===== config.mk =====
export PLATFORM = sky130hd
export DESIGN_NAME = line_burst_sequencer_flat
export DESIGN_NICKNAME = d
export VERILOG_FILES = /design/src/rtl/line_burst_sequencer_if.sv /design/src/rtl/line_burst_sequencer.sv /design/src/flat_wrapper.sv
export SDC_FILE = /design/constraint.sdc
export NUM_CORES = 1
export LEC_CHECK = 0
export BUFFER_PORTS_ARGS = -buffer_cell sky130_fd_sc_hd__buf_2
export CELL_PAD_IN_SITES_DETAIL_PLACEMENT = 0
export CELL_PAD_IN_SITES_GLOBAL_PLACEMENT = 1
export CORE_ASPECT_RATIO = 1.4
export CORE_MARGIN = 2
export CORE_UTILIZATION = 38
export CTS_BUF_LIST = sky130_fd_sc_hd__clkbuf_16
export DETAILED_ROUTE_END_ITERATION = 8
export PLACE_DENSITY_LB_ADDON = 0.2
export RECOVER_POWER = 25
export SYNTH_ARGS = -nofsm -noshare
export SYNTH_HDL_FRONTEND = slang
export SYNTH_SLANG_ARGS = --single-unit
export TNS_END_PERCENT = 1

===== constraint.sdc =====
create_clock -name BCLK -period 1.65 [get_ports BCLK]
set_clock_uncertainty 0.15 [all_clocks]
set_input_delay 0.4125 -clock BCLK [delete_from_list [all_inputs] [get_ports BCLK]]
set_output_delay 0.4125 -clock BCLK [all_outputs]
set_load 0.02 [all_outputs]

===== src/rtl/line_burst_sequencer_if.sv =====
// ============================================================================
// line_burst_sequencer_if : CPU-side and sizing-stage bus bundle
// Rev 1.0 - initial release
// ============================================================================
`default_nettype none

interface line_burst_sequencer_if;
  logic       nTS_CPU;
  logic [1:0] SIZ_CPU;
  logic [3:0] A_CPU;
  logic       RnW_CPU;
  logic       nTA_CPU;
  logic       nTEA_CPU;
  logic       nTS_DS;
  logic [1:0] SIZ_DS;
  logic [3:0] A_DS;
  logic       RnW_DS;
  logic       nTA_DS;
  logic       BUSY;

  // Environment view: the CPU and the downstream sizing stage.
  modport master (
    output nTS_CPU, SIZ_CPU, A_CPU, RnW_CPU, nTA_DS,
    input  nTA_CPU, nTEA_CPU, nTS_DS, SIZ_DS, A_DS, RnW_DS, BUSY
  );

  // Sequencer view.
  modport slave (
    input  nTS_CPU, SIZ_CPU, A_CPU, RnW_CPU, nTA_DS,
    output nTA_CPU, nTEA_CPU, nTS_DS, SIZ_DS, A_DS, RnW_DS, BUSY
  );
endinterface

`default_nettype wire


===== src/rtl/line_burst_sequencer.sv =====
// ============================================================================
// line_burst_sequencer : splits 68040 line transfers into four wrapped longs
// Rev 1.0 - initial release
// ============================================================================
`default_nettype none

module line_burst_sequencer #(
  parameter int TIMEOUT_CYCLES = 64,
  parameter int TO_WIDTH       = 8
) (
  input  wire logic              BCLK,
  input  wire logic              nRESET,
  line_burst_sequencer_if.slave  bus
);

  typedef enum logic [2:0] {
    S_IDLE  = 3'd0,
    S_ISSUE = 3'd1,
    S_WAIT  = 3'd2,
    S_ACK   = 3'd3,
    S_ERR   = 3'd4
  } state_t;

  localparam logic [TO_WIDTH-1:0] C_TO_LAST = TO_WIDTH'(TIMEOUT_CYCLES - 1);
  localparam logic [TO_WIDTH-1:0] C_TO_MAX  = TO_WIDTH'(TIMEOUT_CYCLES);

  state_t              state_q, state_d;
  logic [1:0]          beat_q, beat_d;
  logic [TO_WIDTH-1:0] wd_q, wd_d;
  logic                line_q, line_d;
  logic [3:0]          a_q, a_d;
  logic [1:0]          siz_q, siz_d;
  logic                rnw_q, rnw_d;
  logic                nts_ds_q, nts_ds_d;
  logic                nta_cpu_q, nta_cpu_d;
  logic                ntea_cpu_q, ntea_cpu_d;
  logic                busy_q, busy_d;

  always_ff @(posedge BCLK or negedge nRESET) begin
    if (!nRESET) begin
      state_q    <= S_IDLE;
      beat_q     <= 2'd0;
      wd_q       <= '0;
      line_q     <= 1'b0;
      a_q        <= 4'd0;
      siz_q      <= 2'd0;
      rnw_q      <= 1'b1;
      nts_ds_q   <= 1'b1;
      nta_cpu_q  <= 1'b1;
      ntea_cpu_q <= 1'b1;
      busy_q     <= 1'b0;
    end else begin
      state_q    <= state_d;
      beat_q     <= beat_d;
      wd_q       <= wd_d;
      line_q     <= line_d;
      a_q        <= a_d;
      siz_q      <= siz_d;
      rnw_q      <= rnw_d;
      nts_ds_q   <= nts_ds_d;
      nta_cpu_q  <= nta_cpu_d;
      ntea_cpu_q <= ntea_cpu_d;
      busy_q     <= busy_d;
    end
  end

  always_comb begin
    state_d = state_q;
    beat_d  = beat_q;
    wd_d    = wd_q;
    line_d  = line_q;
    a_d     = a_q;
    siz_d   = siz_q;
    rnw_d   = rnw_q;

    case (state_q)
      S_IDLE: begin
        if (!bus.nTS_CPU) begin
          line_d  = (bus.SIZ_CPU == 2'b11);
          rnw_d   = bus.RnW_CPU;
          beat_d  = 2'd0;
          wd_d    = '0;
          state_d = S_ISSUE;
          if (bus.SIZ_CPU == 2'b11) begin
            siz_d = 2'b00;
            a_d   = {bus.A_CPU[3:2], 2'b00};
          end else begin
            siz_d = bus.SIZ_CPU;
            a_d   = bus.A_CPU;
          end
        end
      end
      S_ISSUE: begin
        wd_d    = '0;
        state_d = S_WAIT;
      end
      S_WAIT: begin
        // An acknowledge on the expiry edge takes priority over the error.
        if (!bus.nTA_DS) begin
          state_d = S_ACK;
        end else if (wd_q == C_TO_LAST) begin
          state_d = S_ERR;
        end
        if (wd_q != C_TO_MAX) begin
          wd_d = wd_q + TO_WIDTH'(1);
        end
      end
      S_ACK: begin
        wd_d = '0;
        if (!line_q || beat_q == 2'd3) begin
          state_d = S_IDLE;
        end else begin
          beat_d  = beat_q + 2'd1;
          a_d     = {a_q[3:2] + 2'd1, 2'b00};
          state_d = S_ISSUE;
        end
      end
      S_ERR: begin
        wd_d    = '0;
        state_d = S_IDLE;
      end
      default: begin
        state_d = S_IDLE;
      end
    endcase
  end

  // Strobes are registered decodes of the next state so they are glitch free.
  always_comb begin
    nts_ds_d   = (state_d != S_ISSUE);
    nta_cpu_d  = (state_d != S_ACK);
    ntea_cpu_d = (state_d != S_ERR);
    busy_d     = (state_d != S_IDLE);
  end

  assign bus.nTS_DS   = nts_ds_q;
  assign bus.nTA_CPU  = nta_cpu_q;
  assign bus.nTEA_CPU = ntea_cpu_q;
  assign bus.SIZ_DS   = siz_q;
  assign bus.A_DS     = a_q;
  assign bus.RnW_DS   = rnw_q;
  assign bus.BUSY     = busy_q;

endmodule

`default_nettype wire


===== src/flat_wrapper.sv =====
// flat-port wrapper written by rule: the top's interface ports become plain ports
module line_burst_sequencer_flat 
#(
  parameter int TIMEOUT_CYCLES = 64,
  parameter int TO_WIDTH       = 8
)
  (BCLK, nRESET, bus_nTS_CPU, bus_SIZ_CPU, bus_A_CPU, bus_RnW_CPU, bus_nTA_DS, bus_nTA_CPU, bus_nTEA_CPU, bus_nTS_DS, bus_SIZ_DS, bus_A_DS, bus_RnW_DS, bus_BUSY);
  line_burst_sequencer_if bus_i ();
  input  wire logic BCLK;
  input  wire logic nRESET;
  input wire logic [$bits(bus_i.nTS_CPU)-1:0] bus_nTS_CPU;
  input wire logic [$bits(bus_i.SIZ_CPU)-1:0] bus_SIZ_CPU;
  input wire logic [$bits(bus_i.A_CPU)-1:0] bus_A_CPU;
  input wire logic [$bits(bus_i.RnW_CPU)-1:0] bus_RnW_CPU;
  input wire logic [$bits(bus_i.nTA_DS)-1:0] bus_nTA_DS;
  output wire logic [$bits(bus_i.nTA_CPU)-1:0] bus_nTA_CPU;
  output wire logic [$bits(bus_i.nTEA_CPU)-1:0] bus_nTEA_CPU;
  output wire logic [$bits(bus_i.nTS_DS)-1:0] bus_nTS_DS;
  output wire logic [$bits(bus_i.SIZ_DS)-1:0] bus_SIZ_DS;
  output wire logic [$bits(bus_i.A_DS)-1:0] bus_A_DS;
  output wire logic [$bits(bus_i.RnW_DS)-1:0] bus_RnW_DS;
  output wire logic [$bits(bus_i.BUSY)-1:0] bus_BUSY;
  assign bus_i.nTS_CPU = bus_nTS_CPU;
  assign bus_i.SIZ_CPU = bus_SIZ_CPU;
  assign bus_i.A_CPU = bus_A_CPU;
  assign bus_i.RnW_CPU = bus_RnW_CPU;
  assign bus_i.nTA_DS = bus_nTA_DS;
  assign bus_nTA_CPU = bus_i.nTA_CPU;
  assign bus_nTEA_CPU = bus_i.nTEA_CPU;
  assign bus_nTS_DS = bus_i.nTS_DS;
  assign bus_SIZ_DS = bus_i.SIZ_DS;
  assign bus_A_DS = bus_i.A_DS;
  assign bus_RnW_DS = bus_i.RnW_DS;
  assign bus_BUSY = bus_i.BUSY;
  line_burst_sequencer #(.TIMEOUT_CYCLES(TIMEOUT_CYCLES), .TO_WIDTH(TO_WIDTH)) u_core (.BCLK(BCLK), .nRESET(nRESET), .bus(bus_i));
endmodule

Word level (Yosys, flattened, before mapping)
Cells that the tools add are included.
- input port bits: 11
- logic and storage cells: 55
- output and inout port bits: 11
- register bits: 25
- add/sub/neg operators: 3
- multiplexer cells: 16
- bitwise operators: 1
- equality and inequality tests: 14
- reduce and logical (&&, ||, !) cells: 10
- operators with widths (operator ; count):
    8-bit one-hot mux with 3 select lines ; 1
    8-bit 2-to-1 mux ; 2
    3-bit one-hot mux with 4 select lines ; 1
    3-bit 2-to-1 mux ; 3
    8-bit by 1-bit adder with 8-bit output, second input constant ; 1
    8-bit by 6-bit equality test with 1-bit output, second input constant ; 1
    2-bit 2-to-1 mux ; 4
    4-bit 2-to-1 mux ; 2
    8-bit by 7-bit != test with 1-bit output, second input constant ; 1
    4-bit one-hot mux with 2 select lines ; 1
    3-bit by 2-bit equality test with 1-bit output, second input constant ; 2
    3-bit AND reduction ; 2
    3-bit nonzero test ; 2
    2-bit by 1-bit adder with 2-bit output, second input constant ; 2
    2-bit equality test, second input constant ; 2
    2-bit != test, second input constant ; 2
    2-bit one-hot mux with 2 select lines ; 1
    3-bit by 1-bit equality test with 1-bit output, second input constant ; 1
    3-bit equality test, second input constant ; 1
    3-bit zero test ; 1
    3-bit by 1-bit != test with 1-bit output, second input constant ; 1
    3-bit by 2-bit != test with 1-bit output, second input constant ; 1
    3-bit != test, second input constant ; 1
    3-bit OR reduction ; 1
    7 further kinds ; 7

Depth between registers and ports, before layout
Gate-level depths: netlist of run 1.
- depth in word-level cells: 5
- depth in mapped cells: 6
- depth with buffers taken out: 6

Worst setup path before layout of run 1
OpenSTA, ideal clock, no wires.
- path type: register to register
- start point: register u_core.state_q[1]
- end point: register u_core.a_q[3] (netlist: u_core.bus.A_DS[3])
- data required time: 1.377 ns
- buffers on the path: 2
- stages on the path, launching flop included: 7
- clock period less this slack: 1.642 ns
- path slack: 0.008 ns
- library setup time: 0.123 ns
- data arrival time: 1.368 ns
- cells stage by stage: dfrtp_1 buf_6 or3_1 a21o_1 buf_6 o21ai_1 o21ai_1
- longest elaborated chain between the ends: 3
- elaborated cells between the ends (all ways): 7
- classes of those cells: eq/ne (3); mux (1); reduce/logical (3)
- RTL lines (item ; line ; text):
    from (decl) ; line_burst_sequencer.sv:27 ; state_t state_q, state_d;
    from (signal assigned) ; line_burst_sequencer.sv:53 ; state_q <= state_d;
    3-bit by 2-bit equality test with 1-bit output / 3-bit zero test (equally long branches) ; line_burst_sequencer.sv:76 ; case (state_q)
    2-bit != test (no source line) / 2-bit nonzero test (equally long branches) ; n/a ;
    3-bit AND reduction (no source line) ; n/a ;
    to (signal assigned) ; line_burst_sequencer.sv:45 ; a_q <= 4'd0;
    to (signal assigned) ; line_burst_sequencer.sv:57 ; a_q <= a_d;
    to (decl) ; line_burst_sequencer.sv:31 ; logic [3:0] a_q, a_d;
Parallel ways exist; a longest one is shown, timed or not.
A chain may end at the register's enable or synchronous reset.

Final worst setup path of run 1
- start point: register u_core.state_q[0]
- end point: register u_core.wd_q[2]
- longest elaborated chain between the ends: 4
- elaborated cells between the ends (all ways): 11
- classes of those cells: eq/ne (6); mux (1); reduce/logical (4)
- RTL lines (item ; line ; text):
    3-bit equality test (tied with other cells) ; line_burst_sequencer.sv:76 ;
    3-bit OR reduction (no source line) ; n/a ;
    3-bit nonzero test (no source line) ; n/a ;
    3-bit AND reduction (no source line) ; n/a ;
    to (signal assigned) ; line_burst_sequencer.sv:55 ; wd_q <= wd_d;
    to (decl) ; line_burst_sequencer.sv:29 ; logic [TO_WIDTH-1:0] wd_q, wd_d;
Parallel ways exist; a longest one is shown, timed or not.

==> metrics.csv, run 1 <==
stage,metric,value,unit
logic_synthesis,synth_nets,134,
clocking,cts.path.max_buffers,2,
placement,dp_hpwl,2010,um
drt,post_drt_wl_per_cell,13.2,um
critical_path,arrival,1660,ps
die,core,0.00315,mm^2
global_routing,grt_pass1_wl,4310,um
critical_path,cp_max_fo,6,
finish,synthToLayoutAreaGrowth,32.2,%
power_and_ir_drop,powerDensity,1620,mW/mm^2
logic_synthesis,synth_cell_type_count,41,
critical_path,crit_type,flip-flop to flip-flop,
sta,fin_crit_sh,0.985,
clocking,cts_max_level,1,
drt,vias,1006,
logic_synthesis,avgSynthCellArea,10.6,um^2
logic_synthesis,synth-seq-cells,25,
sta,finalHoldViolations,0,
critical_path,critPathLaunchType,flip-flop,
logic_synthesis,ys.flop_type,dfrtp_1,
clocking,tritoncts,done,
sta,tightest_slew,630,ps
global_routing,overflow,0,
finish,final_cells,199,
logic_synthesis,ys_warn_count,0,
critical_path,cp.required,1690,ps
clocking,cts.clk_slew.worst_paths,60,ps
drt,drt_first_iter_violations,9,
placement,place_inst,193,
job,cap_violations,0,
finish,fin_util,0.533,
logic_synthesis,synth_top_cell_by_area,dfrtp_1,
drt,routed_via_density,5.06,
drt,postRouteAntennaNets,0,
die,start_util,0.403,
global_routing,grt_pass1_vias,1010,
drt,drtPass1Iterations,4,
clocking,cts_sinks,25,
logic_synthesis,syn_inst,120,
sta,finalCriticalPeriod,1620,ps
logic_synthesis,synth_top_cell_area_share,0.413,
logic_synthesis,yosys-top-cells-area,"dfrtp_1, dfstp_2, ha_1",
critical_path,cp-end-kind,flip-flop,
clocking,cts_made_buffers,3,
logic_synthesis,synthArstFlopShare,1.00,
sta,maxSlewHeadroom,0.580,
clocking,clkLatencyLatePin,260,ps
sta,setup_tns,0,ps
die,io_pins,22,
die,num_rows,24,
power_and_ir_drop,total_power,2.71,mW
power_and_ir_drop,peakVddDrop,0.838,mV
logic_synthesis,ys_seq_area_frac,0.496,
sta,hold_slack,7.28,ps
die,die_h,72.4,um
die,die_area,0.00383,mm^2
sta,finalSetupViolCount,0,
finish,nFillCells,296,
logic_synthesis,synth_edf_count,0,
drt,drt-total-wl,2620,um
die,die_x,52.9,um
global_routing,antenna_found_initial,0,
logic_synthesis,synth_common_cells,"dfrtp_1, inv_1, nand2_1, nor2_1",
status,status,"finished, final reports clean",
sta,drv_slew,0,
power_and_ir_drop,leakage,0.775,nW
finish,drive_gt1_frac,0.438,
min_path,hold_path.class,input port to async pin,
drt,drc,0,
clocking,cts-hold-fix-buffers,0,
placement,place.gp.congestion,0.808,
logic_synthesis,synthesis.area,0.00127,mm^2
finish,antennaDiodeCount,0,
placement,port_buffers,21,
clocking,root_buffer,clkbuf_16,
global_routing,grt_start_max_net_pins,26,
sta,rsz0062_at_grt,true,
logic_synthesis,yosys.cell_count.top_type,dfrtp_1,
finish,layout.nets,175,
global_routing,grt_use_total,0.155,
sta,clock.fmax,616,MHz
## stage by stage
stage / setup WS [ps] / area (um^2)
after floorplan: 8.37 / 1270
after global placement: -54.8 / 1520
after detailed placement: -80.2 / 1520
after CTS: 9.51 / 1610
after global routing: -46.3 / 1680
final: 25.5 / 1680
## where the power goes
group / switching [mW] / total, mW / internal [mW] / leakage (nW)
Combinational: 0.646 / 1.24 / 0.599 / 0.416
Clock: 0.208 / 0.532 / 0.324 / 0.0423
Sequential: 0.114 / 0.938 / 0.823 / 0.316
Total: 0.968 / 2.71 / 1.75 / 0.775
## registers in the layout, summed over array words and instances, names as in the netlist
name                 flops
u_core.bus.SIZ_DS        2
u_core.bus.A_DS          4
u_core.bus.nTS_DS        1
u_core.wd_q              8
u_core.bus.BUSY          1
u_core.state_q           3
u_core.beat_q            2
u_core.line_q            1
u_core.bus.nTEA_CPU      1
u_core.bus.nTA_CPU       1
u_core.bus.RnW_DS        1
## cells by family (layout without fill, tap and decap cells)
| family | count (synthesis) | after routing | share of synthesized area |
|---|---|---|---|
| flip-flops | 25 | 25 | 0.496 |
| AO/OA/AOI/OAI | 29 | 29 | 0.143 |
| XOR/XNOR | 3 | 3 | 0.0207 |
| multiplexers | 3 | 3 | 0.0256 |
| buffers and inverters | 12 | 52 | 0.0561 |
| AND/OR/NAND/NOR | 45 | 45 | 0.229 |
| adder cells (fa/ha/maj) | 3 | 3 | 0.0295 |
## layout by cell type (no fill, tap or decap), drive strengths merged
cell    Yosys  routed
a21boi      1       1
a21o        2       2
a21oi       6       6
a22o        1       1
a31o        3       3
a31oi       3       3
and4        1       1
buf         4      40
clkbuf      1       4
dfrtp      21      21
dfstp       4       4
ha          3       3
inv         7       8
mux2        2       2
mux2i       1       1
nand2       7       7
nand2b      5       5
nand3       3       3
nand3b      3       3
nand4       5       5
nand4b      1       1
nor2        8       8
nor2b       1       1
nor3        2       2
nor3b       2       2
nor4        2       2
nor4b       2       2
o21a        2       2
o21ai       9       9
o31ai       2       2
or2         1       1
or3         1       1
or3b        1       1
xnor2       3       3
## routing by layer
metal  wire [um]  up-vias  global-route usage
met1        1020      471               0.169
met5           0        -                   0
met4          89        0              0.0912
li1            -      511                   -
met2        1420       17               0.275
met3          82        7              0.0247
## final timing paths
| check | startpoint | end | slack (ps) | cells after the start |
|---|---|---|---|---|
| setup reg to reg | u_core.state_q[0]$_DFF_PN0_ | u_core.wd_q[2]$_DFFE_PN0P_ | 30 | 6 |
| hold reg to reg | u_core.bus.A_DS[0]$_DFFE_PN0P_ | u_core.bus.A_DS[0]$_DFFE_PN0P_ | 360 | 2 |
| hold / removal | nRESET | u_core.bus.A_DS[0]$_DFFE_PN0P_ | 7 | 1 |
| max in group asynchronous | nRESET | u_core.state_q[2]$_DFF_PN0_ | 890 | 1 |
| setup / recovery | u_core.state_q[0]$_DFF_PN0_ | u_core.wd_q[2]$_DFFE_PN0P_ | 30 | 6 |
| min in group BCLK | bus_A_CPU[2] | u_core.bus.A_DS[2]$_DFFE_PN0P_ | 230 | 3 |
## worst max-delay path, stage by stage (launching register included)
cell and delay (ps):
dfrtp_2 440, buf_6 140, nor4b_4 270, nor2_1 70, buf_4 170, a31o_1 210
a21oi_2 110
## cell type report
| class | count | area [um^2] | share of cell area |
|---|---|---|---|
| clock inverters | 1 | 3.75 | 0.00223 |
| flip-flops and latches | 25 | 633 | 0.377 |
| well taps | 39 | 48.8 | 0.0290 |
| inverters | 7 | 26.3 | 0.0156 |
| clock buffers | 3 | 75.1 | 0.0447 |
| repair buffers | 41 | 259 | 0.154 |
| multi-input cells | 83 | 634 | 0.378 |
## repair_timing
item	4_1_cts	5_1_grt
setup endpoints to repair	5	12
pin swaps	2	5
buffers inserted	1	1
gates resized for setup	3	15
(Power assumes the default switching activity.)
==> inputs of run 2 (changes only) <==
==> constraint.sdc (replaced) <==
create_clock -name BCLK -period 1.65 [get_ports BCLK]
set_clock_uncertainty 0.15 [all_clocks]
set_input_delay 0.4125 -clock BCLK [delete_from_list [all_inputs] [get_ports BCLK]]
set_output_delay 0.4125 -clock BCLK [all_outputs]
set_load 0.1 [all_outputs]
==> run 2 against run 1 <==
Compared with the run above: global-route usage grew 0.67 points; via count up 3.6%; total power increased by 37%; flip-flop and latch count unchanged; fmax is 1.2% higher; largest power group unchanged; highest routed layer unchanged.
==> metrics.csv, run 2 (same netlist as run 1, synthesis figures left out) <==
stage,metric,value,unit,change
critical_path,cp.required,1690,ps,about the same
finish,final_cells,199,,unchanged
drt,vias,1042,,was 1006
critical_path,path_cells,inv_2 > ha_1 > nor4b_4 > nand4_1 > a31o_1 > a21oi_2,,was buf_6 > nor4b_4 > nor2_1 > buf_4 > a31o_1 > a21oi_2
finish,antennaDiodeCount,0,,unchanged
sta,tightest_slew,624,ps,was 630 ps
status,status,"finished, final reports clean",,unchanged
critical_path,r2r_cells,6,,unchanged
global_routing,grt_pass1_vias,1110,,was 1010
critical_path,r2r_start,u_core.wd_q[1]$_DFFE_PN0P_,,was u_core.state_q[0]$_DFF_PN0_
drt,postRouteAntennaNets,0,,unchanged
finish,synthToLayoutAreaGrowth,40.3,%,was 32.2%
die,start_util,0.403,,unchanged
drt,drc,0,,unchanged
critical_path,crit_type,flip-flop to flip-flop,,unchanged
placement,port_buffers,21,,unchanged
sta,clock.fmax,623,MHz,was 616 MHz
sta,hold_slack,14.4,ps,was 7.28 ps
critical_path,cp_max_fo,4,,was 6
min_path,hold_path.class,input port to async pin,,unchanged
finish,drive_gt1_frac,0.413,,was 0.438
finish,regMostFlops,u_core.wd_q,,unchanged
drt,drtPass1Iterations,4,,unchanged
sta,rsz0062_at_grt,true,,unchanged
critical_path,slowest_stage,dfrtp_1,,was dfrtp_2
job,cap_violations,0,,unchanged
clocking,cts_made_buffers,3,,unchanged
critical_path,cpPeakStageDelay,410,ps,was 440 ps
die,core,0.00315,mm^2,unchanged
global_routing,antenna_found_initial,0,,unchanged
critical_path,cp-end-kind,flip-flop,,unchanged
global_routing,grt_use_total,0.162,,was 0.155
critical_path,critPathBufInv,1,,was 2
die,die_h,72.4,um,unchanged
finish,final_cell_mix,"dfrtp_1, buf_4, buf_2, buf_12",,"was buf_2, buf_4, dfrtp_1, nor2_1, nand2_1"
power_and_ir_drop,total_power,3.72,mW,was 2.71 mW
clocking,cts_max_level,1,,unchanged
finish,layout.nets,175,,unchanged
clocking,root_buffer,clkbuf_16,,unchanged
placement,place.gp.congestion,0.818,,was 0.808
drt,drt_first_iter_violations,14,,was 9
sta,drv_slew,0,,unchanged
drt,post_drt_wl_per_cell,14.0,um,was 13.2 um
sta,fin_crit_sh,0.973,,was 0.985
clocking,cts.path.max_buffers,2,,unchanged
sta,finalHoldViolations,0,,unchanged
power_and_ir_drop,powerDensity,2090,mW/mm^2,was 1620 mW/mm^2
sta,finalCriticalPeriod,1610,ps,was 1620 ps
sta,maxSlewHeadroom,0.584,,was 0.580
die,die_area,0.00383,mm^2,unchanged
global_routing,grt_start_max_net_pins,26,,unchanged
clocking,cts-hold-fix-buffers,0,,unchanged
critical_path,arrival,1640,ps,was 1660 ps
critical_path,critical-path-top-delay-family,simple AND/OR/NAND/NOR gates,,was flip-flops
sta,finalSetupViolCount,0,,unchanged
drt,routed_via_density,5.24,,was 5.06
finish,final_common_cell,dfrtp_1,,was buf_2
global_routing,grt_pass1_wl,4690,um,was 4310 um
clocking,clkLatencyLatePin,260,ps,about the same
die,die_x,52.9,um,unchanged
finish,largest_reg_flops,8,,unchanged
critical_path,critPathLaunchType,flip-flop,,unchanged
die,num_rows,24,,unchanged
global_routing,overflow,0,,unchanged
finish,nFillCells,291,,was 296
drt,drt-total-wl,2780,um,was 2620 um
sta,setup_tns,0,ps,unchanged
clocking,cts.clk_slew.worst_paths,60,ps,about the same
clocking,tritoncts,done,,unchanged
placement,place_inst,193,,unchanged
power_and_ir_drop,leakage,0.821,nW,was 0.775 nW
die,io_pins,22,,unchanged
power_and_ir_drop,peakVddDrop,1.20,mV,was 0.838 mV
placement,dp_hpwl,2160,um,was 2010 um
critical_path,rrSetupSlack,40,ps,was 30 ps
critical_path,r2r-end,u_core.wd_q[2]$_DFFE_PN0P_,,unchanged
clocking,cts_sinks,25,,unchanged
-- run 2: cell types whose count changed in the layout (fill, tap and decap cells not counted), moves of 2 or more --
cell | before | now
buf_2 | 20 | 13
a21oi_2 | 3 | 1
buf_12 | 0 | 9
a21oi_1 | 3 | 5
buf_4 | 19 | 16
-- run 2: power breakdown --
group | total (mW) | internal, mW | switching, mW | leakage [nW]
clock | 0.529 | 0.326 | 0.203 | 0.0409
sequential | 0.982 | 0.824 | 0.158 | 0.318
combinational | 2.21 | 0.865 | 1.34 | 0.463
-- run 2: layout make-up --
| cell class | instances | area, um^2 | share of cell area |
|---|---|---|---|
| Sequential cell | 25 | 632 | 0.354 |
| Timing Repair Buffer | 41 | 393 | 0.220 |
| Clock inverter | 1 | 5.00 | 0.00281 |
| Tap cell | 39 | 48.8 | 0.0274 |
| Inverter | 7 | 26.3 | 0.0147 |
| Clock buffer | 3 | 75.1 | 0.0421 |
| Multi-Input combinational cell | 83 | 603 | 0.338 |
-- run 2: per-layer routing --
layer / track usage / routed length [um] / share of wire / vias up
met4: 0.0655 / 38 / 0.014 / 0
li1: - / - / - / 507
met5: 0 / 0 / 0 / -
met3: 0.0267 / 70 / 0.025 / 4
met2: 0.306 / 1570 / 0.56 / 15
met1: 0.172 / 1100 / 0.40 / 516
-- run 2: metrics by stage --
stage                     area, um^2   util  setup slack, ps
after global placement          1650  0.523            -86.5
after CTS                       1730  0.549            -20.6
after global routing            1780  0.565            -60.1
after detailed placement        1650  0.523             -122
final                           1780  0.565             44.8
after floorplan                 1280      -             24.2
-- run 2: repair_timing --
| action | CTS | global route |
|---|---|---|
| endpoints found under the setup margin | 5 | 12 |
| hold endpoints to repair | 0 | 0 |
| gates resized for setup | 2 | 10 |
| pin swaps | 0 | 5 |
| setup buffers | 0 | 2 |
-- run 2: how the worst max path moves through the flow --
stage	from	end	slack [ps]	cells after the start
floorplan	u_core.state_q[1]$_DFF_PN0_	u_core.bus.A_DS[3]$_DFFE_PN0P_	20	6
detailed placement	bus_nTS_CPU	u_core.beat_q[0]$_DFFE_PN0P_	-120	4
global route	u_core.wd_q[0]$_DFFE_PN0P_	u_core.wd_q[2]$_DFFE_PN0P_	-60	6
global placement	bus_nTS_CPU	u_core.beat_q[0]$_DFFE_PN0P_	-90	4
finish	u_core.wd_q[1]$_DFFE_PN0P_	u_core.wd_q[2]$_DFFE_PN0P_	40	6
CTS	u_core.wd_q[1]$_DFFE_PN0P_	u_core.wd_q[2]$_DFFE_PN0P_	-20	6
